--- src/rtl/vend_pkg.sv ---
// +----------------------------------------------------------------------------+
// | Package     : vend_pkg                                                     |
// | Description : Shared state encoding, error codes and coin denominations    |
// |               for the multi-product vending controller.                    |
// | Revision    : 1.0                                                          |
// +----------------------------------------------------------------------------+
`default_nettype none

package vend_pkg;

   typedef enum logic [2:0] {
      ST_IDLE   = 3'd0,
      ST_CREDIT = 3'd1,
      ST_VEND   = 3'd2,
      ST_CHANGE = 3'd3
   } vend_state_e;

   localparam logic [1:0] c_err_invalid_coin = 2'd0;
   localparam logic [1:0] c_err_overflow     = 2'd1;
   localparam logic [1:0] c_err_insufficient = 2'd2;
   localparam logic [1:0] c_err_sold_out     = 2'd3;

   localparam logic [3:0] c_coin_1  = 4'd1;
   localparam logic [3:0] c_coin_5  = 4'd5;
   localparam logic [3:0] c_coin_10 = 4'd10;

   function automatic logic coin_is_valid(input logic [3:0] value);
      return (value == c_coin_1) || (value == c_coin_5) || (value == c_coin_10);
   endfunction

endpackage

`default_nettype wire

--- src/rtl/vend_change_pick.sv ---
// +----------------------------------------------------------------------------+
// | Module      : vend_change_pick                                             |
// | Description : Combinational greedy change picker (10/5/1).                 |
// | Revision    : 1.0                                                          |
// +----------------------------------------------------------------------------+
`default_nettype none

module vend_change_pick
   import vend_pkg::*;
#(
   parameter int CREDIT_W = 8
) (
   input  logic [CREDIT_W-1:0] remaining,
   output logic [3:0]          coin_val,
   output logic [CREDIT_W-1:0] remaining_next
);

   localparam logic [CREDIT_W-1:0] c_ten  = CREDIT_W'(c_coin_10);
   localparam logic [CREDIT_W-1:0] c_five = CREDIT_W'(c_coin_5);

   always_comb begin
      coin_val = 4'd0;
      if (remaining >= c_ten) begin
         coin_val = c_coin_10;
      end else if (remaining >= c_five) begin
         coin_val = c_coin_5;
      end else if (remaining != '0) begin
         coin_val = c_coin_1;
      end
      remaining_next = remaining - CREDIT_W'(coin_val);
   end

endmodule

`default_nettype wire

--- src/rtl/vend_ctrl_multi.sv ---
// +----------------------------------------------------------------------------+
// | Module      : vend_ctrl_multi                                              |
// | Description : N-product vending controller with price table, stock,        |
// |               credit, cancel/refund and coin-by-coin change payout.        |
// | Revision    : 1.0                                                          |
// +----------------------------------------------------------------------------+
`default_nettype none

module vend_ctrl_multi
   import vend_pkg::*;
#(
   parameter int                           NUM_PROD    = 4,
   parameter int                           CREDIT_W    = 8,
   parameter int                           STOCK_W     = 4,
   parameter int                           INIT_STOCK  = 5,
   parameter int                           MAX_CREDIT  = 200,
   parameter logic [NUM_PROD*CREDIT_W-1:0] PRICE_TABLE = {8'd20, 8'd15, 8'd10, 8'd5},
   localparam int                          SEL_W       = $clog2(NUM_PROD)
) (
   input  logic                clk,
   input  logic                rst,
   input  logic [3:0]          coin,
   input  logic                coin_insert,
   input  logic [SEL_W-1:0]    product_sel,
   input  logic                dispense_req,
   input  logic                cancel,
   input  logic                restock,
   output logic [CREDIT_W-1:0] credit,
   output logic                dispense,
   output logic [SEL_W-1:0]    dispensed_id,
   output logic [3:0]          coin_out,
   output logic                coin_out_vld,
   output logic                error,
   output logic [1:0]          err_code,
   output logic                busy,
   output logic [2:0]          state
);

   localparam logic [CREDIT_W:0]  c_max_credit = (CREDIT_W+1)'(MAX_CREDIT);
   localparam logic [STOCK_W-1:0] c_init_stock = STOCK_W'(INIT_STOCK);
   localparam logic [SEL_W:0]     c_num_prod   = (SEL_W+1)'(NUM_PROD);

   vend_state_e         state_q, state_d;
   logic [CREDIT_W-1:0] credit_q, credit_d;
   logic [SEL_W-1:0]    sel_id_q, sel_id_d;
   logic                error_q, error_d;
   logic [1:0]          err_code_q, err_code_d;
   logic [STOCK_W-1:0]  stock_q [NUM_PROD];
   logic [STOCK_W-1:0]  stock_d [NUM_PROD];

   logic [CREDIT_W-1:0] price_tab [NUM_PROD];
   logic [CREDIT_W-1:0] price_sel;
   logic [CREDIT_W-1:0] price_vend;
   logic [CREDIT_W:0]   coin_sum;
   logic                sel_ok;
   logic [3:0]          change_coin;
   logic [CREDIT_W-1:0] change_rem;

   for (genvar i = 0; i < NUM_PROD; i++) begin : g_price
      assign price_tab[i] = PRICE_TABLE[i*CREDIT_W +: CREDIT_W];
   end

   // Non-power-of-two product counts leave unused select codes; treat them as sold out.
   assign sel_ok     = {1'b0, product_sel} < c_num_prod;
   assign price_sel  = price_tab[product_sel];
   assign price_vend = price_tab[sel_id_q];
   assign coin_sum   = {1'b0, credit_q} + (CREDIT_W+1)'(coin);

   vend_change_pick #(
      .CREDIT_W (CREDIT_W)
   ) u_change_pick (
      .remaining      (credit_q),
      .coin_val       (change_coin),
      .remaining_next (change_rem)
   );

   always_comb begin
      state_d    = state_q;
      credit_d   = credit_q;
      sel_id_d   = sel_id_q;
      error_d    = 1'b0;
      err_code_d = err_code_q;
      stock_d    = stock_q;

      case (state_q)
         ST_IDLE, ST_CREDIT: begin
            if (cancel) begin
               if (state_q == ST_CREDIT) state_d = ST_CHANGE;
            end else if (coin_insert) begin
               if (!coin_is_valid(coin)) begin
                  error_d    = 1'b1;
                  err_code_d = c_err_invalid_coin;
               end else if (coin_sum > c_max_credit) begin
                  error_d    = 1'b1;
                  err_code_d = c_err_overflow;
               end else begin
                  credit_d = coin_sum[CREDIT_W-1:0];
                  state_d  = ST_CREDIT;
               end
            end else if (dispense_req) begin
               if (!sel_ok || (stock_q[product_sel] == '0)) begin
                  error_d    = 1'b1;
                  err_code_d = c_err_sold_out;
               end else if ({1'b0, credit_q} < {1'b0, price_sel}) begin
                  error_d    = 1'b1;
                  err_code_d = c_err_insufficient;
               end else begin
                  sel_id_d = product_sel;
                  state_d  = ST_VEND;
               end
            end else if (restock && (state_q == ST_IDLE) && sel_ok) begin
               stock_d[product_sel] = c_init_stock;
            end
         end

         ST_VEND: begin
            stock_d[sel_id_q] = stock_q[sel_id_q] - STOCK_W'(1);
            credit_d          = credit_q - price_vend;
            state_d           = (credit_d != '0) ? ST_CHANGE : ST_IDLE;
         end

         ST_CHANGE: begin
            credit_d = change_rem;
            if (change_rem == '0) state_d = ST_IDLE;
         end

         default: state_d = ST_IDLE;
      endcase
   end

   always_ff @(posedge clk or posedge rst) begin
      if (rst) begin
         state_q    <= ST_IDLE;
         credit_q   <= '0;
         sel_id_q   <= '0;
         error_q    <= 1'b0;
         err_code_q <= c_err_invalid_coin;
         for (int i = 0; i < NUM_PROD; i++) stock_q[i] <= c_init_stock;
      end else begin
         state_q    <= state_d;
         credit_q   <= credit_d;
         sel_id_q   <= sel_id_d;
         error_q    <= error_d;
         err_code_q <= err_code_d;
         stock_q    <= stock_d;
      end
   end

   assign credit       = credit_q;
   assign dispense     = (state_q == ST_VEND);
   assign dispensed_id = sel_id_q;
   assign coin_out_vld = (state_q == ST_CHANGE);
   assign coin_out     = coin_out_vld ? change_coin : 4'd0;
   assign error        = error_q;
   assign err_code     = err_code_q;
   assign busy         = (state_q == ST_VEND) || (state_q == ST_CHANGE);
   assign state        = state_q;

endmodule

`default_nettype wire

--- config.mk ---
export PLATFORM = sky130hd
export DESIGN_NAME = vend_ctrl_multi
export DESIGN_NICKNAME = d
export VERILOG_FILES = /design/src/rtl/vend_pkg.sv /design/src/rtl/vend_change_pick.sv /design/src/rtl/vend_ctrl_multi.sv
export SDC_FILE = /design/constraint.sdc
export NUM_CORES = 1
export LEC_CHECK = 0
export CAP_MARGIN = 40
export CORE_ASPECT_RATIO = 0.8
export CORE_MARGIN = 10
export CORE_UTILIZATION = 35
export DETAILED_ROUTE_END_ITERATION = 8
export REMOVE_ABC_BUFFERS = 1
export SLEW_MARGIN = 10
export SYNTH_ARGS = -nofsm -noshare
export SYNTH_HDL_FRONTEND = slang
export SYNTH_SLANG_ARGS = --single-unit
--- constraint.sdc ---
create_clock -name clk -period 2.8 [get_ports clk]
set_input_delay 0.42 -clock clk [delete_from_list [all_inputs] [get_ports clk]]
set_output_delay 0.42 -clock clk [all_outputs]
set_load 0.03 [all_outputs]
==> flow_summary.toml <==
[global_routing]
track_usage = 0.148
grt_pass1_wl_um = 14500
grt_pass1_vias = 2785
grt_overflow_total = 0
grt_max_degree = 32
antenna_found_initial = 0

[drt]
via_per_inst = 5.28
drtAntennaViolNets = 0
first_pass_iters = 4
wl_per_cell_um = 16.9
drtIter0Drc = 213
via_count = 2805
wirelength_um = 8980
drc = 0

[timing]
setup_ws_ns = -0.0199
period_share = 1.01
final.min_clock_period_ns = 2.82
skew_ns = 0.0103
setup_viol_count_final = 1
fmaxAchievable_ghz = 0.355
hold_viol_final = 0
slew_violations = 0
setup_tns_ns = -0.0199
hold_ws_ns = 0.516
rsz0062_at_grt = "yes"

[yosys]
synth-seq-cells = 31
async_flop_share = 1.00
yosysTopAreaCellShare = 0.208
synth_area_per_cell_um2 = 8.61
synth_ff_type = "dfrtp_1"
yosysWarnings = 0
seq_area_frac_synth = 0.284
synth.area.top_cells = "dfrtp_1 (21%), ha_1 (12%), dfstp_2 (7.6%)"
synth_edf_count = 0
syn_inst = 321
netlist_area_um2 = 2760
synth_cell_types = 62
synth_top_area_cell = "dfrtp_1"

[power_and_ir_drop]
switching_share = 0.467
power_frac_seq = 0.161
cellLeakagePower_uw = 0.00180
ir_worst_vdd_uv = 641
power_frac_clock = 0.081
p_per_area_nw_per_um2 = 1390
p_comb_frac = 0.758
internal-power_uw = 3050
switching_power_uw = 2680

[cts]
clock_latency_ns = 0.28
clk_path_buf_depth = 2
hold_buffers = 0
cts_root_buf = "clkbuf_8"
cts_tree = "yes"
clk_pin_slew_ns = 0.08
cts_buffers = 5
cts_sinks = 31
htree_levels = 2

[final_layout]
final_layout_size_suffix_gt1_frac = 0.352
multi_input_area_um2 = 2090
fillers = 685
regArea_um2 = 791
layout.nets = 466
syn2layout_area_growth_pct = 49.1
antenna_cells = 0

[placement]
hpwl_um = 6860
port_buffers = 33
place.gp.congestion = 0.906

[worst_setup_path]
setup.worst_path.start_class = "register"
cp.required_ns = 2.96
worstSetupPathType = "register to register"
critPathArrivalTime_ns = 2.98
path_max_fanout = 4
crit_path_end_kind = "register"

[floorplanning]
core_area_um2 = 7530
die_area_um2 = 11900
die_w_um = 119
initial_core_util = 0.367
pin_count = 35
die_h_um = 99.5
num_rows = 28

[run]
max_cap_viol_count = 0

[min_path]
min_path_type = "primary input to asynchronous set/reset pin"

[run_status]
violations = "negative setup slack"
status = "complete, but fails checks"
logic make-up (layout without fill, tap and decap cells):
family	Yosys count	count (layout)	synth area share
buffers and inverters	33	138	0.0480
XOR/XNOR	14	14	0.0444
other	1	1	0.00136
AND/OR/NAND/NOR	108	108	0.200
flip-flops	31	31	0.284
AO/OA/AOI/OAI	90	90	0.209
adder cells (fa/ha/maj)	29	29	0.139
multiplexers	15	15	0.0734
repair_timing:
item / CTS / global route
buffers inserted: 8 / 2
pin swaps: 23 / 13
cloned: 0 / 0
setup endpoints to repair: 10 / 11
gates resized for setup: 44 / 19
cell usage after synthesis, drive strengths merged (2+ instances only):
cell type and count:
ha 26, a211oi 3, mux4 4, nand3b 2, xor2 6, inv 21, dfstp 8, a31oi 3
o31ai 2, mux2 2, o211ai 2, a311o 2, dfrtp 23, nor4 5, o21ai 38, clkbuf 7
or3 2, or4b 2, o21a 2, nor3 5, fa 3, mux2i 9, xnor2 8, nor2b 5
o22ai 3, and3 2, a311oi 5, a21oi 15, or4 3, buf 5, nand3 10, nor2 26
and2 6, nand2b 4, or2 4, nand2 29, a2111oi 3
power groups by stage:
stage / combinational (uW) / sequential, uW / clock, uW
final: 4340 / 924 / 463
after global routing: 4720 / 946 / 495
after CTS: 4130 / 909 / 469
after detailed placement: 3790 / 892 / 0
after global placement: 3730 / 883 / 0
after floorplan: 1950 / 1170 / 0
worst max-delay path, stage by stage, from the launching register on:
cell and delay (ns):
dfrtp_1 0.39, or3_4 0.42, nor2_4 0.10, buf_6 0.12, nand2_4 0.07, fa_2 0.56
nand4b_1 0.08, a311o_1 0.29, nor4_2 0.27, o21ai_1 0.14, a21oi_1 0.18, a311oi_1 0.07
cell type report:
cell class                 count  area share
multi-input combinational    257       0.506
tap                          105      0.0319
clock buffer                   6      0.0200
clock inverter                 2     0.00850
sequential                    31       0.192
inverter                      21      0.0191
timing repair buffer         109       0.222
through the flow:
step            util  std cells  total power, uW  cell area (um2)  worst slack, ns
2_1_floorplan      -        309             3110             2710           -0.136
3_3_place_gp   0.486        513             4610             3660           -0.431
3_5_place_dp   0.486        513             4680             3660           -0.492
4_1_cts        0.531        529             5500             4000          0.00539
5_1_grt        0.547        531             6160             4120           -0.140
6_report       0.547        531             5730             4120          -0.0199
state kept, by name (all words and copies together), names as in the netlist:
name and cells:
credit 8, state 2, error 1, stock_q 16
dispensed_id 2, err_code 2
path summary, 6_finish.rpt:
path,start,to,slack (ns),cells after the start
min reg2reg,err_code[0],err_code[0],0.52,1
max in group asynchronous,rst,stock_q[0],1.95,3
min in group clk,err_code[0],err_code[0],0.52,1
max,credit[7],state[0],-0.02,11
max reg2reg,credit[7],state[0],-0.02,11
min,rst,stock_q[1],0.52,3
cell usage in the layout (no fill, tap or decap), types with 4 or more instances in the layout:
cell | Yosys | final
buf_4 | 2 | 72
o21ai_0 | 38 | 35
clkdlybuf4s50_1 | 0 | 28
nand2_1 | 28 | 25
nor2_1 | 26 | 24
ha_1 | 26 | 20
dfrtp_1 | 23 | 19
inv_1 | 20 | 18
a21oi_1 | 14 | 11
nand3_1 | 10 | 10
mux2i_1 | 9 | 9
dfstp_2 | 8 | 8
xnor2_1 | 8 | 7
xor2_1 | 6 | 6
ha_4 | 0 | 6
clkbuf_8 | 0 | 6
and2_1 | 5 | 5
buf_6 | 0 | 5
a311oi_1 | 5 | 4
nor3_1 | 5 | 4
or2_2 | 4 | 4
nor2b_1 | 5 | 4
mux4_2 | 4 | 4
dfrtp_2 | 0 | 4
layer usage:
metal  global-route usage  wire length, um  vias to the layer above
li1                     -                -                     1373
met1                0.208             4330                     1358
met2                0.234             4140                       70
met3               0.0271              462                        4
met4               0.0250               53                        0
met5                    0                0                        -
Power figures use the tool's default switching activity.
